--- src/rtl/mem_access_pkg.sv ---
// Shared definitions for the data-memory initiator and the data memory itself.
package mem_access_pkg;

  localparam int unsigned DefAddrW    = 16;
  localparam int unsigned DefDataW    = 16;
  localparam int unsigned DefMemDepth = 128;

  typedef enum logic [1:0] {
    StIdle,
    StIssue,
    StWait,
    StResp
  } state_e;

endpackage

--- src/rtl/mem_access_unit.sv ---
// Single-outstanding load/store initiator for the 16-bit data-memory port.
// Requests are latched in IDLE, the memory strobes fire for exactly one cycle
// in ISSUE, load data is captured in WAIT, and the response is held in RESP
// until it is consumed.
module mem_access_unit
  import mem_access_pkg::*;
#(
  parameter int unsigned ADDR_W    = DefAddrW,
  parameter int unsigned DATA_W    = DefDataW,
  parameter int unsigned MEM_DEPTH = DefMemDepth
) (
  input  logic              clk,
  input  logic              rst_n,
  input  logic              req_valid,
  output logic              req_ready,
  input  logic              req_write,
  input  logic [ADDR_W-1:0] req_addr,
  input  logic [DATA_W-1:0] req_wdata,
  output logic              rsp_valid,
  input  logic              rsp_ready,
  output logic [DATA_W-1:0] rsp_rdata,
  output logic              rsp_err,
  output logic [ADDR_W-1:0] mem_addr,
  output logic [DATA_W-1:0] mem_wdata,
  output logic              mem_write,
  output logic              mem_read,
  input  logic [DATA_W-1:0] mem_rdata
);

  state_e            state_q, state_d;
  logic              write_q, write_d;
  logic [ADDR_W-1:0] addr_q, addr_d;
  logic [DATA_W-1:0] wdata_q, wdata_d;
  logic [DATA_W-1:0] rdata_q, rdata_d;
  logic              err_q, err_d;
  logic              in_range;

  // Widen both sides so the compare stays unsigned and never truncates MEM_DEPTH.
  assign in_range = 64'(req_addr) < 64'(MEM_DEPTH);

  // Next-state and response/latch updates.
  always_comb begin
    state_d = state_q;
    write_d = write_q;
    addr_d  = addr_q;
    wdata_d = wdata_q;
    rdata_d = rdata_q;
    err_d   = err_q;
    unique case (state_q)
      StIdle: begin
        if (req_valid) begin
          if (in_range) begin
            // Only in-range requests reach the memory port, so mem_addr/mem_wdata
            // keep their last issued value across an error response.
            write_d = req_write;
            addr_d  = req_addr;
            wdata_d = req_wdata;
            state_d = StIssue;
          end else begin
            rdata_d = '0;
            err_d   = 1'b1;
            state_d = StResp;
          end
        end
      end
      StIssue: begin
        if (write_q) begin
          rdata_d = '0;
          err_d   = 1'b0;
          state_d = StResp;
        end else begin
          state_d = StWait;
        end
      end
      StWait: begin
        rdata_d = mem_rdata;
        err_d   = 1'b0;
        state_d = StResp;
      end
      StResp: begin
        if (rsp_ready) begin
          state_d = StIdle;
        end
      end
      default: state_d = StIdle;
    endcase
  end

  // State and datapath registers with asynchronous active-low reset.
  always_ff @(posedge clk or negedge rst_n) begin
    if (!rst_n) begin
      state_q <= StIdle;
      write_q <= 1'b0;
      addr_q  <= '0;
      wdata_q <= '0;
      rdata_q <= '0;
      err_q   <= 1'b0;
    end else begin
      state_q <= state_d;
      write_q <= write_d;
      addr_q  <= addr_d;
      wdata_q <= wdata_d;
      rdata_q <= rdata_d;
      err_q   <= err_d;
    end
  end

  // Strobes decode straight from flops so they are glitch-free and mutually exclusive.
  assign req_ready = (state_q == StIdle);
  assign rsp_valid = (state_q == StResp);
  assign mem_write = (state_q == StIssue) && write_q;
  assign mem_read  = (state_q == StIssue) && !write_q;
  assign mem_addr  = addr_q;
  assign mem_wdata = wdata_q;
  assign rsp_rdata = rdata_q;
  assign rsp_err   = err_q;

endmodule

--- config.mk ---
export PLATFORM = sky130hd
export DESIGN_NAME = mem_access_unit
export DESIGN_NICKNAME = d
export VERILOG_FILES = /design/src/rtl/mem_access_pkg.sv /design/src/rtl/mem_access_unit.sv
export SDC_FILE = /design/constraint.sdc
export NUM_CORES = 1
export LEC_CHECK = 0
export ABC_AREA = 1
export CAP_MARGIN = 0
export CORE_ASPECT_RATIO = 0.6
export CORE_UTILIZATION = 39
export CTS_BUF_LIST = sky130_fd_sc_hd__clkbuf_8
export CTS_CLUSTER_SIZE = 40
export DETAILED_ROUTE_END_ITERATION = 10
export HOLD_SLACK_MARGIN = 0.08
export PLACE_DENSITY = 0.79
export SKIP_LAST_GASP = 1
export SLEW_MARGIN = 10
export SYNTH_ARGS = -nofsm -noshare
export SYNTH_HDL_FRONTEND = slang
export SYNTH_SLANG_ARGS = --single-unit
--- constraint.sdc ---
create_clock -name clk -period 1.65 [get_ports clk]
set_clock_uncertainty 0.2 [all_clocks]
set_input_delay 0.33 -clock clk [delete_from_list [all_inputs] [get_ports clk]]
set_output_delay 0.33 -clock clk [all_outputs]
set_load 0.005 [all_outputs]
# --- After elaboration in Yosys (flattened, before gate mapping) ---
# Cells that the tools add are included.
classes:
  n_mux: 13
  eq_ne: 7
  magnitude_cmp: 1
  reduce_logical: 8
op_table:
  columns: ["operator", "n"]
  rows:
  - ["$mux 16", 3]
  - ["$pmux 16 s3", 1]
  - ["$lt 16x8->1 const B", 1]
  - ["$pmux 2 s4", 1]
  - ["$mux 2", 3]
  - ["$ne 2x2->1 const B", 3]
  - ["$eq 2x2->1 const B", 2]
  - ["$mux 1", 4]
  - ["$reduce_and 4->1", 1]
  - ["$pmux 1 s3", 1]
  - ["$reduce_and 3->1", 1]
  - ["$reduce_bool 3->1", 1]
  - ["$eq 2x1->1 const B", 1]
  - ["$logic_and 1x1->1", 2]
  - ["$logic_not 2->1", 1]
  - ["$ne 2x1->1 const B", 1]
  - ["$reduce_and 2->1", 1]
  - ["$logic_not 1->1", 1]
word_totals:
  word_cells: 35
  out_inout_bits: 53
  regBits: 52
  input_bits: 53

# --- Depth between registers and ports, before layout ---
# Gate-level depths: netlist of run 1.
depth:
  word_depth: 4
  mapped_depth: 9
  ltp_nobuf: 8

# --- Worst setup path before layout of run 1 ---
# No wires, ideal clock.
synth_timing:
  path_kind: "flip-flop to flip-flop"
  from: "register state_q[1]"
  to: "register addr_q[0], in the netlist mem_addr[0]"
  path_stages_with_launch: 9
  path_buffers: 1
  t_arrival_ns: 1.404
  setup_slack_ns: -0.071
  setup_ns: 0.117
  t_required_ns: 1.333
  synth_period_minus_slack_ns: 1.721
  path_cell_list: "dfrtp_1 > inv_1 > ha_1 > nand2_1 > nor2_4 > nand3_2 > buf_2 > nand2_1 > nand2_1"
synth_via:
  elab_chain_cells: 2
synth_rtl:
  columns: ["element", "line", "rtl"]
  rows:
  - ["start: declaration", "mem_access_unit.sv:30", "state_e state_q, state_d;"]
  - ["start signal: assignment", "mem_access_unit.sv:92", "state_q <= StIdle;"]
  - ["start signal: assignment", "mem_access_unit.sv:99", "state_q <= state_d;"]
  - ["$logic_not 2->1", null, null]
  - ["named net req_ready", "mem_access_unit.sv:15", "output logic req_ready,"]
  - ["$reduce_and 3->1 (no line)", null, null]
  - ["end signal: assignment", "mem_access_unit.sv:101", "addr_q <= addr_d;"]
  - ["end: declaration", "mem_access_unit.sv:32", "logic [ADDR_W-1:0] addr_q, addr_d;"]
# The timed path passes the listed nets, and every way through them passes these cells.
# A chain may end at the register's enable or synchronous reset.

# --- Worst setup path in the final report of run 1 ---
layout_timing:
  from: "register state_q[1]"
  to: "register rdata_q[7], in the netlist rsp_rdata[7]"
layout_via:
  elab_chain_cells: 3
  elab_cells_between_ends: 9
  cone_classes: "eq/ne (5); mux (1); reduce/logical (3)"
layout_rtl:
  columns: ["element", "line", "rtl"]
  rows:
  - ["$eq 2x1->1 (tied with other cells)", "mem_access_unit.sv:49", "unique case (state_q)"]
  - ["$ne 2x2->1 (no line) or $reduce_bool 3->1 (tied branches)", null, null]
  - ["$reduce_and 4->1 (no line)", null, null]
  - ["end signal: assignment", "mem_access_unit.sv:103", "rdata_q <= rdata_d;"]
  - ["end: declaration", "mem_access_unit.sv:34", "logic [DATA_W-1:0] rdata_q, rdata_d;"]
# Parallel ways exist; a longest one is shown, timed or not.

==> key figures, run 1 <==
Run status
  • Status: finished, violations left
  • Failing checks: setup timing

Cells and area
  • Final net count: 478
  • Commonest non-fill, non-tap cells in the layout: nand2_1, clkdlybuf4s50_1, dfrtp_1
  • Most common cell after layout, fill and taps aside: nand2_1
  • Ratio of cells with drive above 1 in the final layout: 0.244
  • Finished Core Util: 0.721
  • Area Overhead vs Synth: 74.5%
  • Final std cells w/o fill: 502
  • ANT cells: 0
  • Filler instances: 459

Power and ir drop
  • P_leak: 0.00243 uW
  • Comb pwr share: 0.513
  • Psw: 1760 uW
  • Clock network power share: 0.174
  • VDD IR max: 586 uV
  • Sw frac: 0.356
  • Overall power: 4940 uW
  • Part of the power in registers: 0.313
  • Pwr dens: 1200 nW/um^2
  • Int Power: 3180 uW

Detailed routing
  • Drt drc: 0
  • Iteration-0 DRC Markers: 53
  • WL per Instance: 13.7 um
  • WL final: 6.90 mm
  • Pre-Repair DR Iteration Count: 5
  • Vias: 2393
  • Vias/cell: 4.77
  • Post-DRT Antenna Nets: 0

Timing
  • Unrepaired setup endpoints after global routing: true
  • Final Slew Violations: 0
  • Setup_tns: -4080 ps
  • Clock period minus final worst setup slack: 1790 ps
  • Hold Fails Final Rpt: 0
  • Tcrit/Tclk final: 1.08
  • Worst slew pin tran: 356 ps
  • Slew margin rel.: 0.760
  • # setup viols final: 56
  • Setup ws final: -138 ps
  • Achievable Freq: 559 MHz

Synthesis
  • Post-Syn Nets: 336
  • Syn Inst Count: 279
  • Syn Std Cell Area: 2350 um^2
  • Netlist cell types: 20
  • Synth Register Bits: 52
  • Synthesized area per cell: 8.44 um^2
  • Seq/Total Area, Yosys: 0.553
  • Synth warnings: 0

Setup path
  • Required @ worst endpoint: 1700 ps
  • WP data arrival: 1840 ps
  • CP max FO: 8
  • Reg2reg end: rsp_rdata[7]
  • Crit end category: flop
  • Worst Reg-to-Reg Cells: 11
  • Flop2flop setup slack: -140 ps
  • FF-to-FF Start: state_q[1]
  • CP Launch Type: flop
  • CP Class: flop to flop

Global route
  • Met2 Use GR: 0.382
  • Initial antenna violation count: 0
  • Vias in the first global route: 2392
  • Global route hottest layer: met2
  • Global-route wire length before repair: 11.4 mm
  • Met3 Use GR: 0.0709
  • Met1 usage: 0.295
  • GRT Util Overall: 0.233
  • Largest net degree at the start of global routing: 53
  • GRT overflow: 0

Min path
  • Worst hold path startpoint: mem_addr[12]
  • Type of the most critical hold path: flop to flop
  • Hold depth: 2
  • Hold Path Sink: mem_addr[12]

Place
  • I/O Buffers: 105
  • RePlAce Congestion: 0.743
  • Post-place setup slack: -236 ps
  • Dpl hpwl: 4.34 mm
  • Dpl cells: 465

Clock network
  • Htree depth: 2
  • Max Root-Sink Buffers: 2
  • Num CTS Buffers: 5
  • Clk Latency, worst-skew pair: 300 ps
  • Clock-pin slew on the worst setup and hold paths: 90 ps
  • Root Driver: clkbuf_8
  • Sink Count: 52
  • TritonCTS clock tree: done

Job
  • Max-cap violations: 0

Die
  • # IOs: 106
  • Die Wd: 102 um
  • Starting Density: 0.413
  • DIE AREA: 6360 um^2
  • Rows: 21
  • Core footprint: 5700 um^2
  • Die Y: 62.2 um
## routing by layer
metal	wire (um)	vias up
li1	-	1152
met1	2940	1132
met2	3270	100
met3	603	9
met4	89	0
met5	0	-
## power by group through the flow
stage	Clock (uW)	Sequential [uW]	Combinational [uW]
final	858	1550	2530
after global routing	952	1560	2720
after CTS	875	1540	2370
after detailed placement	0	1560	1710
after global placement	0	1550	1670
after floorplan	0	1560	905
## final cells by class
cell class                      instances  area (um^2)  area share
Sequential cell                        52         1300       0.317
Clock inverter                          3         38.8     0.00944
Timing Repair Buffer                  149         1440       0.350
Inverter                               34          128      0.0311
Multi-Input combinational cell        179         1030       0.252
Tap cell                               80          100      0.0244
Clock buffer                            5         68.8      0.0167
## worst max path at each step
stage | end | slack, ps | startpoint | depth (start not counted)
floorplan | mem_addr[0] | 3 | state_q[0] | 8
global placement | mem_wdata[0] | -190 | req_addr[13] | 8
detailed placement | mem_wdata[12] | -240 | req_addr[9] | 7
CTS | mem_read | -100 | state_q[1] | 5
global route | rsp_rdata[6] | -200 | state_q[1] | 11
finish | rsp_rdata[7] | -140 | state_q[1] | 11
## registers in the layout (all words and copies together) (netlist names)
signal,cells
mem_wdata,16
mem_addr,16
state_q,2
rsp_rdata,16
write_q,1
rsp_err,1
## synth_stat cells, drive strengths merged
cell	n	area, um^2
inv	34	128
nand2	116	453
buf	13	76.3
nand4	24	150
nor2	10	63.8
and2	1	6.26
ha	4	50.1
nand3	18	95.1
dfrtp	52	1300
clkbuf	3	11.3
o21ai	4	20.0
## through the flow
step	instance area, um^2	hold WS [ps]
global placement	3590	148
floorplan	2370	-166
detailed placement	3590	151
finish	4110	267
CTS	4060	271
global route	4110	294
## critical path: stages, from the launching register on
cell	delay [ps]
dfrtp_1	380
inv_2	70
buf_6	120
ha_4	170
buf_6	120
nand2_4	60
nand2_4	70
nor2_8	130
buf_12	150
buf_12	130
nand3_1	70
nand2_1	60
## cells by family (layout without fill, tap and decap cells)
family | Yosys count | in the layout | share of synthesized area
compound gates | 4 | 4 | 0.00850
fa+ha+maj | 4 | 4 | 0.0213
buf+inv | 50 | 191 | 0.0914
flops | 52 | 52 | 0.553
simple gates | 169 | 171 | 0.326
## timing repair
item / 4_1_cts / 5_1_grt
hold buffers: 1 / 0
gates cloned: 4 / 0
resized for setup: 109 / 14
endpoints found under the hold margin: 52 / 0
pin swaps: 13 / 14
setup buffers: 23 / 1
endpoints found under the setup margin: 103 / 56
(Power assumes the default switching activity.)
==> inputs of run 2 (changes only) <==
--- a/config.mk
+++ b/config.mk
@@ -12,6 +12,7 @@
 export CTS_BUF_LIST = sky130_fd_sc_hd__clkbuf_8
 export CTS_CLUSTER_SIZE = 40
 export DETAILED_ROUTE_END_ITERATION = 10
+export GPL_ROUTABILITY_DRIVEN = 0
 export HOLD_SLACK_MARGIN = 0.08
 export PLACE_DENSITY = 0.79
 export SKIP_LAST_GASP = 1
==> results of run 2 <==
The final DEF is identical to that of run 1; final timing and power are the same.
==> inputs of run 3 (changes only) <==
--- a/config.mk
+++ b/config.mk
@@ -14,6 +14,7 @@
 export DETAILED_ROUTE_END_ITERATION = 10
 export GPL_ROUTABILITY_DRIVEN = 0
 export HOLD_SLACK_MARGIN = 0.08
+export MAX_ROUTING_LAYER = met4
 export PLACE_DENSITY = 0.79
 export SKIP_LAST_GASP = 1
 export SLEW_MARGIN = 10
==> run 3 against run 2 <==
The run still ends with setup timing left. Combinational power is essentially flat. Worst hold slack improved by 2.0 ps. Fmax grew 0.22%. Register-to-register slack is essentially flat. Die area is the same. Clock power about the same. First-iteration DRC count grew 13%. Non-clock buffer count grew 1. Cell count is 0.20% higher. Utilization is 0.066 points higher. Flip-flop and latch count unchanged. Worst setup slack improved by 4.0 ps. Critical endpoint unchanged. Largest cell class unchanged.
==> key figures, run 3 (synthesized netlist as in run 1, its figures left out) <==
Die
  • DIE AREA: 6360 um^2 (unchanged)
  • Rows: 21 (unchanged)
  • Die Y: 62.2 um (unchanged)
  • Starting Density: 0.413 (unchanged)
  • Die Wd: 102 um (unchanged)
  • Core footprint: 5700 um^2 (unchanged)
  • # IOs: 106 (unchanged)

Global route
  • Largest net degree at the start of global routing: 53 (unchanged)
  • Initial antenna violation count: 0 (unchanged)
  • GRT Util Overall: 0.239 (+0.00605)
  • Vias in the first global route: 2407 (+0.63%)
  • GRT overflow: 0 (unchanged)
  • Global-route wire length before repair: 11.3 mm (-0.67%)

Cells and area
  • Commonest non-fill, non-tap cells in the layout: nand2_1, clkdlybuf4s50_1, dfrtp_1
  • Ratio of cells with drive above 1 in the final layout: 0.246 (+0.00179)
  • Final net count: 479 (+0.21%)
  • Final std cells w/o fill: 503 (+0.20%)
  • Area Overhead vs Synth: 74.7% (about the same)
  • Filler instances: 456 (-0.65%)
  • ANT cells: 0 (unchanged)
  • Most common cell after layout, fill and taps aside: nand2_1
  • Final instance area: 4110 um^2 (about the same)

Setup path
  • Critical-path top delay cell: dfrtp_1
  • CP max FO: 8 (unchanged)
  • Crit path max-delay family: buffers and inverters
  • WP data arrival: 1840 ps (about the same)
  • WP buf/inv: 5 (unchanged)
  • Crit end category: flop
  • Delay of the slowest cell on the worst path: 380 ps (about the same)
  • CP Launch Type: flop
  • CP Class: flop to flop
  • Required @ worst endpoint: 1700 ps (about the same)
  • CP Cell Sequence: inv_2 > buf_6 > ha_4 > buf_6 > nand2_4 > nand2_4 > nor2_8 > buf_12 > buf_12 > nand3_1 > nand2_1

Clock network
  • Htree depth: 2 (unchanged)
  • Max Root-Sink Buffers: 2 (unchanged)
  • Sink Count: 52 (unchanged)
  • Num CTS Buffers: 5 (unchanged)
  • TritonCTS clock tree: done
  • Clk Latency, worst-skew pair: 310 ps (about the same)
  • Clock-pin slew on the worst setup and hold paths: 90 ps (about the same)
  • Root Driver: clkbuf_8

Detailed routing
  • Vias: 2392 (-0.042%)
  • Post-DRT Antenna Nets: 0 (unchanged)
  • Drt drc: 0 (unchanged)
  • WL per Instance: 13.8 um (+0.55%)
  • Vias/cell: 4.76 (-0.24%)
  • Pre-Repair DR Iteration Count: 4 (-1)
  • WL final: 6.95 mm (+0.75%)
  • Iteration-0 DRC Markers: 60 (+13%)

Timing
  • Worst slew pin tran: 353 ps (-2.86 ps)
  • Hold Fails Final Rpt: 0 (unchanged)
  • Slew margin rel.: 0.762 (+0.00192)
  • Setup_tns: -4160 ps (-72.2 ps)
  • Tcrit/Tclk final: 1.08 (-0.00242)
  • Clock period minus final worst setup slack: 1780 ps (-3.99 ps)
  • Setup ws final: -134 ps (+3.99 ps)
  • # setup viols final: 56 (unchanged)
  • Final Slew Violations: 0 (unchanged)
  • Achievable Freq: 560 MHz (+0.22%)
  • Unrepaired setup endpoints after global routing: true
  • Fin Hold WS: 269 ps (+1.95 ps)

Job
  • Max-cap violations: 0 (unchanged)

Run status
  • Failing checks: setup timing
  • Status: finished, violations left

Power and ir drop
  • P_leak: 0.00244 uW (+0.13%)
  • Pwr dens: 1200 nW/um^2 (+0.25%)
  • VDD IR max: 584 uV (-0.34%)

Min path
  • Type of the most critical hold path: flop to flop

Place
  • Dpl hpwl: 4.34 mm (unchanged)
  • I/O Buffers: 105 (unchanged)
  • Post-place setup slack: -236 ps (unchanged)
  • Placed cell area: 3590 um^2 (unchanged)
  • Dpl cells: 465 (unchanged)
-- run 3: cell types whose count changed in the layout (fill, tap and decap cells not counted) --
| cell | change |
|---|---|
| buf_6 | +1 |
| buf_4 | +1 |
| buf_8 | -1 |
-- run 3: timing repair --
item | in CTS | in global routing
hold buffers | 1 | 0
pin swaps | 13 | 16
hold endpoints to repair | 52 | 0
gates cloned | 4 | 0
setup buffers | 23 | 2
endpoints found under the setup margin | 103 | 56
resized for setup | 109 | 13
-- run 3: metal layers --
| layer | global-route usage | wire length (um) | vias up |
|---|---|---|---|
| met4 | 0.0696 | 86 | 0 |
| met1 | 0.300 | 3130 | 1138 |
| met5 | - | 0 | - |
| met2 | 0.383 | 3250 | 90 |
| li1 | - | - | 1154 |
| met3 | 0.0586 | 488 | 10 |
-- run 3: cell type report --
cell class | count | area (um^2) | area share
repair buffers | 150 | 1440 | 0.350
flip-flops and latches | 52 | 1300 | 0.317
multi-input cells | 179 | 1030 | 0.252
inverters | 34 | 128 | 0.0310
well taps | 80 | 100 | 0.0243
clock buffers | 5 | 68.8 | 0.0167
clock inverters | 3 | 38.8 | 0.00943
-- run 3: worst paths after layout --
check                                   from             to  slack (ps)  cells past startpoint
max in group asynchronous              rst_n   mem_wdata[7]         650                      3
worst min-delay path            mem_addr[12]   mem_addr[12]         270                      2
worst max-delay path              state_q[1]   rsp_rdata[7]        -130                     11
worst max register to register    state_q[1]   rsp_rdata[7]        -130                     11
worst min register to register  mem_addr[12]   mem_addr[12]         270                      2
min in group asynchronous              rst_n  rsp_rdata[12]         350                      3
-- run 3: through the flow --
step            util  total power [uW]
2_1_floorplan      -              2460
3_3_place_gp   0.630              3220
3_5_place_dp   0.630              3270
4_1_cts        0.712              4790
5_1_grt        0.722              5250
6_report       0.722              4950
-- run 3: worst reg2reg max path, stage by stage (launching register included) --
cell	delay, ps
dfrtp_1	380
inv_2	70
buf_6	120
ha_4	170
buf_6	120
nand2_4	60
nand2_4	70
nor2_8	130
buf_12	150
buf_12	140
nand3_1	70
nand2_1	60
-- run 3: power by group --
part | total, uW | switching [uW] | internal [uW] | leakage [uW]
registers | 1550 | 107 | 1440 | 0.000709
clock network | 860 | 416 | 444 | 0.0000593
logic | 2550 | 1240 | 1310 | 0.00167
total | 4950 | 1760 | 3200 | 0.00244
